$ cat config.mk
export PLATFORM = sky130hd
export DESIGN_NAME = firstmatch_monitor
export DESIGN_NICKNAME = d
export VERILOG_FILES = /design/src/rtl/firstmatch_monitor_pkg.sv /design/src/rtl/firstmatch_monitor_delay_line.sv /design/src/rtl/firstmatch_monitor.sv
export SDC_FILE = /design/constraint.sdc
export NUM_CORES = 1
export LEC_CHECK = 0
export ABC_AREA = 1
export BUFFER_PORTS_ARGS = -buffer_cell sky130_fd_sc_hd__buf_2
export CAP_MARGIN = 30
export CORE_MARGIN = 10
export CORE_UTILIZATION = 35
export DETAILED_ROUTE_END_ITERATION = 16
export PLACE_DENSITY_LB_ADDON = 0.08
export SYNTH_ARGS = -nofsm -noshare
export SYNTH_HDL_FRONTEND = slang
export SYNTH_SLANG_ARGS = --single-unit
$ cat constraint.sdc
create_clock -name clock -period 2.1 [get_ports clock]
set_input_delay 0.105 -clock clock [delete_from_list [all_inputs] [get_ports clock]]
set_output_delay 0.105 -clock clock [all_outputs]
set_load 0.005 [all_outputs]
$ cat src/rtl/firstmatch_monitor_pkg.sv
// Shared limits and the saturating-increment helper for the first_match monitor.
package firstmatch_monitor_pkg;

  localparam int MAX_MIN_REP = 15;
  localparam int MAX_DELAY   = 8;
  localparam int MAX_CNT_W   = 32;

  // Increment that holds at all ones of the low 'width' bits (width <= MAX_CNT_W).
  function automatic logic [MAX_CNT_W-1:0] sat_inc(input logic [MAX_CNT_W-1:0] value,
                                                   input int width);
    logic [MAX_CNT_W:0] lim_ext;
    lim_ext = ((MAX_CNT_W+1)'(1) << width) - (MAX_CNT_W+1)'(1);
    return (value == lim_ext[MAX_CNT_W-1:0]) ? value : value + 1'b1;
  endfunction

endpackage

$ cat src/rtl/firstmatch_monitor_delay_line.sv
// DELAY-deep single-bit shift register with async reset; wire-through when DELAY=0.
module firstmatch_delay_line #(
  parameter int DELAY = 1
) (
  input  logic clock,
  input  logic reset,
  input  logic i_in,
  output logic o_out
);

  generate
    if (DELAY == 0) begin : g_pass
      logic w_unused_clk_rst;
      assign w_unused_clk_rst = clock | reset;
      assign o_out = i_in;
    end else begin : g_pipe
      logic [DELAY-1:0] r_pipe;
      always_ff @(posedge clock or posedge reset) begin
        if (reset) begin
          r_pipe <= '0;
        end else begin
          r_pipe[0] <= i_in;
          for (int k = 1; k < DELAY; k++) begin
            r_pipe[k] <= r_pipe[k-1];
          end
        end
      end
      assign o_out = r_pipe[DELAY-1];
    end
  endgenerate

endmodule

$ cat src/rtl/firstmatch_monitor.sv
// Runtime checker for first_match(a ##1 b[*MIN_REP:$] ##1 c) |-> ##DELAY d,
// with match/fail counters and the cycle stamp of the first failure.
module firstmatch_monitor
  import firstmatch_monitor_pkg::*;
#(
  parameter int MIN_REP = 0,
  parameter int DELAY   = 1,
  parameter int CNT_W   = 16
) (
  input  logic             clock,
  input  logic             reset,
  input  logic             a,
  input  logic             b,
  input  logic             c,
  input  logic             d,
  output logic             match,
  output logic             fail,
  output logic             failed,
  output logic [CNT_W-1:0] match_count,
  output logic [CNT_W-1:0] fail_count,
  output logic [CNT_W-1:0] cycle,
  output logic [CNT_W-1:0] first_fail_cycle
);

  // Bit i: some attempt holds exactly i b-repeats; the top bit means ">= MIN_REP".
  logic [MIN_REP:0] r_alive;
  logic [MIN_REP:0] w_alive_nxt;
  logic             w_match;
  logic             w_pipe_out;
  logic             w_fail;

  logic [CNT_W-1:0] r_match_count;
  logic [CNT_W-1:0] r_fail_count;
  logic [CNT_W-1:0] r_cycle;
  logic [CNT_W-1:0] r_first_fail_cycle;
  logic             r_failed;

  logic [MAX_CNT_W-1:0] w_match_inc;
  logic [MAX_CNT_W-1:0] w_fail_inc;
  logic [MAX_CNT_W-1:0] w_cycle_inc;

  generate
    if (MIN_REP == 0) begin : g_rep0
      assign w_alive_nxt = a | (r_alive & b & ~c);
    end else begin : g_repn
      // c retires only the matured threads; younger ones keep climbing on b.
      always_comb begin
        w_alive_nxt    = '0;
        w_alive_nxt[0] = a;
        for (int i = 1; i < MIN_REP; i++) begin
          w_alive_nxt[i] = r_alive[i-1] & b;
        end
        w_alive_nxt[MIN_REP] = (r_alive[MIN_REP-1] & b) | (r_alive[MIN_REP] & b & ~c);
      end
    end
  endgenerate

  assign w_match = r_alive[MIN_REP] & c;

  firstmatch_delay_line #(
    .DELAY(DELAY)
  ) u_delay_line (
    .clock(clock),
    .reset(reset),
    .i_in (w_match),
    .o_out(w_pipe_out)
  );

  assign w_fail = w_pipe_out & ~d;

  assign w_match_inc = sat_inc(MAX_CNT_W'(r_match_count), CNT_W);
  assign w_fail_inc  = sat_inc(MAX_CNT_W'(r_fail_count), CNT_W);
  assign w_cycle_inc = sat_inc(MAX_CNT_W'(r_cycle), CNT_W);

  always_ff @(posedge clock or posedge reset) begin
    if (reset) begin
      r_alive            <= '0;
      r_match_count      <= '0;
      r_fail_count       <= '0;
      r_cycle            <= '0;
      r_first_fail_cycle <= '1;
      r_failed           <= 1'b0;
    end else begin
      r_alive <= w_alive_nxt;
      r_cycle <= CNT_W'(w_cycle_inc);
      if (w_match) begin
        r_match_count <= CNT_W'(w_match_inc);
      end
      if (w_fail) begin
        r_fail_count <= CNT_W'(w_fail_inc);
        if (!r_failed) begin
          r_failed           <= 1'b1;
          r_first_fail_cycle <= r_cycle;
        end
      end
    end
  end

  assign match            = w_match;
  assign fail             = w_fail;
  assign failed           = r_failed;
  assign match_count      = r_match_count;
  assign fail_count       = r_fail_count;
  assign cycle            = r_cycle;
  assign first_fail_cycle = r_first_fail_cycle;

endmodule

==> qor.txt, run 1 <==
status = finished, final reports clean
count of input and output buffers = 72
total wire length = 9.16 mm
most frequent cells after synthesis = sky130_fd_sc_hd__nand2_1, sky130_fd_sc_hd__dfrtp_1, sky130_fd_sc_hd__inv_1, sky130_fd_sc_hd__nor2_1, sky130_fd_sc_hd__nand3_1
Die ar. = 14,500 um2
maximum clock skew at final layout = 0.0107 ns
Synth area leaders = sky130_fd_sc_hd__dfrtp_1, sky130_fd_sc_hd__nand2_1, sky130_fd_sc_hd__dfstp_2
number of standard cells in the layout, taps in and fillers out = 685
Tmin final = 1.80 ns
max-slew headroom at the worst pin = 67.2%
slowest CP cell = sky130_fd_sc_hd__dfrtp_1
Via Count = 3,138
mux share of post-synthesis cell area = 0.319%
Final ANT Viol Nets = 0
library cells used by synthesis = 28
delay of the slowest cell on the worst path = 0.43 ns
First DRT Iteration DRCs = 160
Filler Cell Count = 1,014
XOR/XNOR share of the synthesized area = 2.73%
wire length of the first global-routing pass = 15.7 mm
DRC = 0
number of max-slew violations in the final report = 0
count of yosys warnings during synthesis = 0
Data arrival, critical path = 2.06 ns
Area after DPL = 4050 um2
diode count = 0
leakage component of the power = 2.15 nW
total power after layout = 3.15 mW
worst hold slack after final layout = 0.166 ns
starting utilization of the core area = 36.1%
clock tree from TritonCTS = built
library cell occupying the most area in the post-synthesis netlist = sky130_fd_sc_hd__dfrtp_1
I/O Pins = 73
Top Family by Delay on Critical Path = simple AND/OR/NAND/NOR gates
wire per inst = 13.4 um
antenna violations before repair = 0
top-area cell type share of the netlist area = 36.2%
Die W = 120 um
source of the worst register-to-register timing path = cycle[0]
simple-gate area share of the yosys netlist = 35.4%
leading register cell type out of synthesis = sky130_fd_sc_hd__dfrtp_1
vias in the first global route = 3,158
share of synthesized area occupied by flip-flops and latches = 48.1%
die height = 120 um
via count normalized by instance count = 4.58
Worst setup EP type = register
achievable frequency = 557 MHz
Critical Path Start Type = register
final weighted congestion in routability-driven placement = 0.809
fraction of final layout cells sized beyond drive strength 1 = 23.6%
highest fanout seen on the critical path = 13
dpl hpwl = 6.83 mm
number of synthesized flops with an enable pin = 0
arithmetic-cell share of the synthesized area counting full adders, half adders and majority gates = 1.06%
Layout Nets = 556
Area Growth Syn to Fin = 22.4%
post-synthesis instance area = 3520 um2
clock transition time at the flip-flop clock pins of the worst setup and hold paths = 0.08 ns
Max rail drop VDD = 0.338 mV
critical path buffer and inverter count = 0
CTS H-tree depth = 3
final setup violation count = 0
post-route cell area = 4310 um2
total gr overflow = 0
cell at the root of the clock tree = sky130_fd_sc_hd__clkbuf_8
clk sink count = 67
final period utilization = 85.6%
critical path start-end classification = register to register
Cell Chain, Critical Path = ha_1, nand3_2, nor3_4, nand3_2, o21ai_0
count of state elements after synthesis = 67
standard cell core area = 9770 um2
number of cells after detailed placement = 666
insertion delay to the later sink of the worst-skew pair = 0.34 ns
syn_area_per_cell = 7.61 um2
power density normalized to cell area = 731 nW/um2
number of buffers inserted during clock tree synthesis = 9
global-route total usage across every layer = 13.1%
post-synthesis compound-gate area fraction = 5.40%
startpoint of the most critical hold path = d
RSZ-0062 raised after global routing = no
transition time of the tightest slew-check pin = 0.491 ns
number of instances in the synthesized netlist = 463
largest net degree at the start of global routing = 68
Setup Buffers After CTS = 0
startpoint of the most critical setup path = cycle[0]
library cell with the highest instance count after synthesis = sky130_fd_sc_hd__nand2_1
main combinational cell family by area after synthesis = simple AND/OR/NAND/NOR gates
Post-Synthesis Net Count = 472
type of the worst min-delay path = input port to register
maximum buffer depth of the clock tree = 2
cell seen most often among critical-path stages = sky130_fd_sc_hd__nand3_2
number of max-capacitance violations reported = 0
PostCTS Resize Cnt = 0
Sum Neg Setup Slack = 0 ns
endpoint required time on the critical path = 2.36 ns
number of detailed-route iterations in the first pass = 4
proportion of register bits with asynchronous set or reset after synthesis = 100%
Site Rows = 36
number of hold violations in the final report = 0
metal layers:
| layer | vias up | routed length (um) | global-route usage (%) |
|---|---|---|---|
| met5 | - | 0 | 0 |
| met3 | 7 | 597 | 4.14 |
| li1 | 1627 | - | - |
| met1 | 1453 | 4320 | 16.7 |
| met4 | 0 | 79 | 4.75 |
| met2 | 51 | 4160 | 20.4 |
flip-flops by register name, summed over array words and instances (netlist names):
register and flops:
cycle 16, fail_count 16, failed 1, first_fail_cycle 16, match_count 16, r_alive 1
u_delay_line.o_out 1
kinds of logic (layout without fill, tap and decap cells):
logic type,after synthesis,after routing
adders and majority gates,3,3
buffers and inverters,59,148
and+or+nand+nor,286,286
xor gates and xnor gates,11,11
muxes,1,1
DFF,67,67
AOI/OAI and AO/OA,36,36
path summary, 6_finish.rpt:
check,to,slack [ns],cells after the start
min,failed,0.17,4
min reg2reg,first_fail_cycle[13],0.48,2
min in group asynchronous,cycle[6],0.39,4
max in group asynchronous,first_fail_cycle[11],1.39,4
max,cycle[1],0.30,5
max reg2reg,cycle[1],0.30,5
cell usage in the layout, fill, tap and decap left out, types with 2 or more instances in the layout:
cell type                       netlist  routed
sky130_fd_sc_hd__buf_2                1      72
sky130_fd_sc_hd__o21ai_2              2       2
sky130_fd_sc_hd__nor2_2               6       6
sky130_fd_sc_hd__nor2_1              40      40
sky130_fd_sc_hd__inv_2                2       3
sky130_fd_sc_hd__bufinv_16            0       2
sky130_fd_sc_hd__xor2_1               5       5
sky130_fd_sc_hd__o21ai_1              3       3
sky130_fd_sc_hd__ha_1                 3       3
sky130_fd_sc_hd__nand3_1             30      30
sky130_fd_sc_hd__o21ai_0             29      29
sky130_fd_sc_hd__clkinvlp_4           0       2
sky130_fd_sc_hd__nand2_4              2       2
sky130_fd_sc_hd__clkbuf_8             0      11
sky130_fd_sc_hd__dfstp_2             16      16
sky130_fd_sc_hd__buf_4                0       3
sky130_fd_sc_hd__nand3b_1             5       5
sky130_fd_sc_hd__nand3_2              4       4
sky130_fd_sc_hd__dlygate4sd3_1        0       3
sky130_fd_sc_hd__dfrtp_1             51      51
sky130_fd_sc_hd__nor3_1               6       6
sky130_fd_sc_hd__nand2_2              2       2
sky130_fd_sc_hd__nand4_1             14      14
sky130_fd_sc_hd__nand2_1            175     175
sky130_fd_sc_hd__inv_1               51      50
sky130_fd_sc_hd__xnor2_1              6       6
per-stage QoR:
stage	worst slack, ns	utilization (%)
global route	0.0905	44.1
global placement	0.409	41.4
floorplan	0.338	-
finish	0.303	44.1
CTS	0.300	44.1
detailed placement	0.337	41.4
worst register-to-register path, cell delays in order (launching register included):
cell and delay, ns:
sky130_fd_sc_hd__dfrtp_1 0.43, sky130_fd_sc_hd__ha_1 0.25, sky130_fd_sc_hd__nand3_2 0.13, sky130_fd_sc_hd__nor3_4 0.30
sky130_fd_sc_hd__nand3_2 0.34, sky130_fd_sc_hd__o21ai_0 0.27
where the power goes:
part	switching (mW)	total (mW)	internal [mW]
clock network	0.530	1.27	0.738
logic	0.210	0.380	0.171
registers	0.126	1.50	1.38
total	0.866	3.15	2.29
repair_timing:
item                       4_1_cts  5_1_grt
setup endpoints to repair        0        0
hold buffers                     3        0
hold endpoints to repair        52        0
cell type report:
| class | instances | area [um2] | share of cell area, % |
|---|---|---|---|
| multi-input combinational | 337 | 1580 | 36.7 |
| tap | 133 | 166 | 3.86 |
| inverter | 53 | 199 | 4.61 |
| sequential | 67 | 1700 | 39.3 |
| timing repair buffer | 79 | 433 | 10.0 |
| clock inverter | 5 | 83.8 | 1.94 |
| clock buffer | 11 | 151 | 3.51 |
No activity file was read; power rests on OpenSTA's default activity.
==> inputs of run 2 (changes only) <==
Settings changed: RECOVER_POWER set to 50.
==> run 2 against run 1 <==
Net effect: final cell count unchanged; clock power about the same; register-to-register slack worse by 0.02 ns; via count up 0.67%; total power down 0.42%; sequential share of layout area up 0.46 points; worst setup slack worse by 0.017 ns; largest cell class unchanged; largest power group unchanged.
==> qor.txt, run 2 (same netlist as run 1, synthesis figures left out) <==
transition time of the tightest slew-check pin = 0.943 ns
internal power component = 2.27 mW
Die ar. = 14,500 um2
largest net degree at the start of global routing = 68
via count normalized by instance count = 4.61
total wire length = 9.22 mm
minimum setup slack after placement = 0.337 ns
final period utilization = 86.4%
source of the worst register-to-register timing path = cycle[0]
cell at the root of the clock tree = sky130_fd_sc_hd__clkbuf_8
final setup violation count = 0
number of buffers inserted during clock tree synthesis = 9
starting utilization of the core area = 36.1%
Layout Nets = 556
Post-CTS Hold Fix Bufs = 3
Sum Neg Setup Slack = 0 ns
RSZ-0062 raised after global routing = no
maximum clock skew at final layout = 0.0103 ns
critical path start-end classification = register to register
post-layout worst setup margin = 0.286 ns
number of cell instances on the worst register-to-register path = 5
Tmin final = 1.81 ns
Critical Path Start Type = register
endpoint required time on the critical path = 2.36 ns
dpl hpwl = 6.83 mm
sequential cell fraction of total power = 48.0%
fraction of final layout cells sized beyond drive strength 1 = 17.9%
number of detailed-route iterations in the first pass = 4
diode count = 0
Final ANT Viol Nets = 0
number of hold violations in the final report = 0
DRC = 0
endpoint of the worst hold path = failed
post-route cell area = 4260 um2
number of max-capacitance violations reported = 0
Site Rows = 36
Area after DPL = 4050 um2
vias in the first global route = 3,158
wire length of the first global-routing pass = 15.7 mm
PostCTS Resize Cnt = 0
Via Count = 3,159
clk sink count = 67
maximum buffer depth of the clock tree = 2
Worst setup EP type = register
status = finished, final reports clean
CTS H-tree depth = 3
proportion of total power due to net switching = 27.6%
clock tree from TritonCTS = built
power density normalized to cell area = 736 nW/um2
setup slack of the worst register-to-register path = 0.29 ns
total gr overflow = 0
number of max-slew violations in the final report = 0
startpoint of the most critical hold path = d
Clock Power Share = 40.3%
die height = 120 um
max-slew headroom at the worst pin = 37.1%
standard cell core area = 9770 um2
net switching power = 866 uW
count of input and output buffers = 72
Die W = 120 um
Data arrival, critical path = 2.07 ns
First DRT Iteration DRCs = 137
Area Growth Syn to Fin = 20.9%
share of total power in combinational logic = 11.7%
worst hold slack after final layout = 0.165 ns
type of the worst min-delay path = input port to register
wire per inst = 13.5 um
Setup Buffers After CTS = 0
Worst R2R End = cycle[1]
leakage component of the power = 2.03 nW
clock transition time at the flip-flop clock pins of the worst setup and hold paths = 0.08 ns
global-route total usage across every layer = 13.1%
Max rail drop VDD = 0.329 mV
achievable frequency = 551 MHz
WHS Path Cells = 4
insertion delay to the later sink of the worst-skew pair = 0.34 ns
I/O Pins = 73
most common cell after layout, fill and taps aside = sky130_fd_sc_hd__nand2_1
final weighted congestion in routability-driven placement = 0.809
most used cells in the layout excluding fill and tap cells = sky130_fd_sc_hd__nand2_1, sky130_fd_sc_hd__inv_1, sky130_fd_sc_hd__dfrtp_1, sky130_fd_sc_hd__buf_2, sky130_fd_sc_hd__nor2_1
highest fanout seen on the critical path = 13
antenna violations before repair = 0
run 2: cell types whose count changed in the layout (fill, tap and decap cells not counted):
cell / delta
sky130_fd_sc_hd__clkbuf_1: +29
sky130_fd_sc_hd__buf_12: -1
sky130_fd_sc_hd__buf_2: -30
sky130_fd_sc_hd__inv_2: -1
sky130_fd_sc_hd__inv_1: +1
sky130_fd_sc_hd__clkbuf_4: +1
sky130_fd_sc_hd__buf_1: +1
run 2: layout make-up:
class | count | area [um2]
flip-flops and latches | 67 | 1700
inverters | 53 | 199
multi-input cells | 337 | 1580
well taps | 133 | 166
fillers | 1026 | 5510
clock buffers | 11 | 151
clock inverters | 5 | 83.8
repair buffers | 79 | 383
run 2: worst max path at each step:
stage,startpoint,endpoint,depth (start not counted)
2_1_floorplan,reset,cycle[0],1
3_3_place_gp,cycle[0],cycle[1],6
3_5_place_dp,cycle[0],cycle[1],6
4_1_cts,cycle[0],cycle[1],5
5_1_grt,cycle[0],cycle[1],5
6_report,cycle[0],cycle[1],5
run 2: critical path, stage by stage, from the launching register on:
cell,delay [ns]
sky130_fd_sc_hd__dfrtp_1,0.43
sky130_fd_sc_hd__ha_1,0.25
sky130_fd_sc_hd__nand3_2,0.13
sky130_fd_sc_hd__nor3_4,0.30
sky130_fd_sc_hd__nand3_2,0.35
sky130_fd_sc_hd__o21ai_0,0.27
run 2: through the flow:
| step | total power, mW | cells | utilization, % |
|---|---|---|---|
| global placement | 1.91 | 666 | 41.4 |
| global route | 3.33 | 685 | 43.6 |
| CTS | 3.22 | 685 | 44.1 |
| finish | 3.14 | 685 | 43.6 |
| detailed placement | 1.92 | 666 | 41.4 |
| floorplan | 1.74 | 463 | - |
run 2: power by group through the flow:
stage	combinational, mW	sequential, mW	clock, mW
floorplan	0.227	1.51	0
global placement	0.380	1.53	0
detailed placement	0.388	1.53	0
CTS	0.394	1.51	1.32
global route	0.435	1.53	1.37
finish	0.367	1.51	1.27
run 2: routing by layer:
metal  up-vias  track usage (%)  share of wire, %
li1       1627                -                 -
met5         -                0                 0
met4         0             4.75              0.86
met1      1470             16.7                47
met3         7             4.14               6.5
met2        55             20.4                45
==> inputs of run 3 (changes only) <==
Settings changed: CORE_ASPECT_RATIO set to 0.6.
==> run 3 against run 2 <==
Net effect: die area rose by 0.91%; first-iteration DRC count rose by 63%; clock power rose by 31%; critical endpoint unchanged; largest power group is now the clock network; highest routed layer unchanged.
==> qor.txt, run 3 (same netlist as run 1, synthesis figures left out) <==
Final ANT Viol Nets = 0
clock transition time at the flip-flop clock pins of the worst setup and hold paths = 0.06 ns
most common cell after layout, fill and taps aside = sky130_fd_sc_hd__nand2_1
number of buffers inserted during clock tree synthesis = 9
post-route cell area = 4370 um2
Critical Path Start Type = register
Setup Buffers After CTS = 0
max-slew headroom at the worst pin = 45.1%
total wire length = 9.81 mm
Data arrival, critical path = 2.03 ns
highest fanout seen on the critical path = 13
Worst setup EP type = register
achievable frequency = 550 MHz
status = finished, final reports clean
vias in the first global route = 2,984
critical path start-end classification = register to register
Post-Route Utilization = 44.4%
fraction of final layout cells sized beyond drive strength 1 = 18.6%
number of max-slew violations in the final report = 0
power density normalized to cell area = 808 nW/um2
clock tree from TritonCTS = built
count of input and output buffers = 72
Area Growth Syn to Fin = 24.0%
sequential cell fraction of total power = 42.8%
type of the worst min-delay path = input port to register
standard cell core area = 9840 um2
net switching power = 927 uW
Die W = 150 um
die height = 97.7 um
RSZ-0062 raised after global routing = no
cell at the root of the clock tree = sky130_fd_sc_hd__clkbuf_16
WHS Path Cells = 4
minimum setup slack after placement = 0.289 ns
Site Rows = 28
clk sink count = 67
number of cell instances on the worst register-to-register path = 6
number of max-capacitance violations reported = 0
leakage component of the power = 2.10 nW
met3 GRT Util = 5.35%
insertion delay to the later sink of the worst-skew pair = 0.34 ns
starting utilization of the core area = 35.8%
global-route track usage on met1 = 19.9%
DRC = 0
proportion of total power due to net switching = 26.2%
Die ar. = 14,600 um2
number of standard cells in the layout, taps in and fillers out = 689
post-layout worst setup margin = 0.282 ns
startpoint of the most critical setup path = cycle[0]
endpoint required time on the critical path = 2.31 ns
largest net degree at the start of global routing = 36
diode count = 0
First DRT Iteration DRCs = 223
Area after DPL = 4070 um2
wire length of the first global-routing pass = 16.1 mm
antenna violations before repair = 0
number of hold violations in the final report = 0
number of cells after detailed placement = 670
met2 capacity usage during global routing = 18.2%
share of total power in combinational logic = 10.3%
number of detailed-route iterations in the first pass = 5
Top Usage Layer GRT = met1
PostCTS Resize Cnt = 0
most used cells in the layout excluding fill and tap cells = sky130_fd_sc_hd__nand2_1, sky130_fd_sc_hd__inv_1, sky130_fd_sc_hd__dfrtp_1, sky130_fd_sc_hd__buf_2, sky130_fd_sc_hd__nor2_1
Sum Neg Setup Slack = 0 ns
I/O Pins = 73
global-route total usage across every layer = 13.8%
via count normalized by instance count = 4.64
transition time of the tightest slew-check pin = 0.824 ns
source of the worst register-to-register timing path = cycle[0]
internal power component = 2.61 mW
CTS H-tree depth = 3
final setup violation count = 0
Layout Nets = 558
final weighted congestion in routability-driven placement = 0.841
maximum clock skew at final layout = 0.00489 ns
maximum buffer depth of the clock tree = 2
total gr overflow = 0
Tmin final = 1.82 ns
final period utilization = 86.6%
Via Count = 3,195
startpoint of the most critical hold path = d
dpl hpwl = 7.34 mm
Max rail drop VDD = 0.403 mV
wire per inst = 14.2 um
Clock Power Share = 46.9%
run 3: cell types whose count changed in the layout (fill, tap and decap cells not counted), sizes merged:
| cell | previous run | this run |
|---|---|---|
| buf | 46 | 49 |
| clkbuf | 41 | 39 |
| clkinv | 0 | 2 |
| inv | 54 | 53 |
run 3: per-stage QoR:
step,hold slack [ns],power [mW]
2_1_floorplan,0.201,1.74
3_3_place_gp,0.153,1.91
3_5_place_dp,0.162,1.92
4_1_cts,0.167,3.62
5_1_grt,0.211,3.73
6_report,0.181,3.53
run 3: worst max-delay path: stages, from the launching register on:
cell and delay, ns:
sky130_fd_sc_hd__dfrtp_1 0.42, sky130_fd_sc_hd__ha_1 0.25, sky130_fd_sc_hd__nand3_2 0.14, sky130_fd_sc_hd__nor3_4 0.31
sky130_fd_sc_hd__nand3_2 0.34, sky130_fd_sc_hd__nand2_1 0.13, sky130_fd_sc_hd__o21ai_0 0.08
run 3: final timing paths:
path                       slack (ns)              endpoint
max                              0.28              cycle[1]
min                              0.18                failed
max reg2reg                      0.28              cycle[1]
min reg2reg                      0.48  first_fail_cycle[12]
max in group asynchronous        0.34        fail_count[15]
min in group asynchronous        0.45              cycle[2]
run 3: area by class of cell:
type                            instances  area (um2)
Tap cell                              135         169
Timing Repair Buffer                   81         395
Sequential cell                        67        1700
Fill cell                            1008        5470
Clock buffer                           10         239
Multi-Input combinational cell        337        1580
Clock inverter                          6        88.8
Inverter                               53         199
run 3: timing repair:
action / 4_1_cts / 5_1_grt
hold buffers: 3 / 0
endpoints found under the hold margin: 11 / 0
setup endpoints to repair: 0 / 0
run 3: metal layers:
layer	vias to the layer above	part of all wire, %
li1	1642	-
met1	1467	52
met2	76	40
met3	10	7.3
met4	0	0.81
met5	-	0
run 3: power by group through the flow:
stage                     Combinational (mW)  Clock [mW]  Sequential [mW]
after floorplan                        0.227           0             1.51
final                                  0.365        1.66             1.51
after global routing                   0.431        1.77             1.53
after detailed placement               0.388           0             1.53
after CTS                              0.396        1.71             1.51
after global placement                 0.379           0             1.53
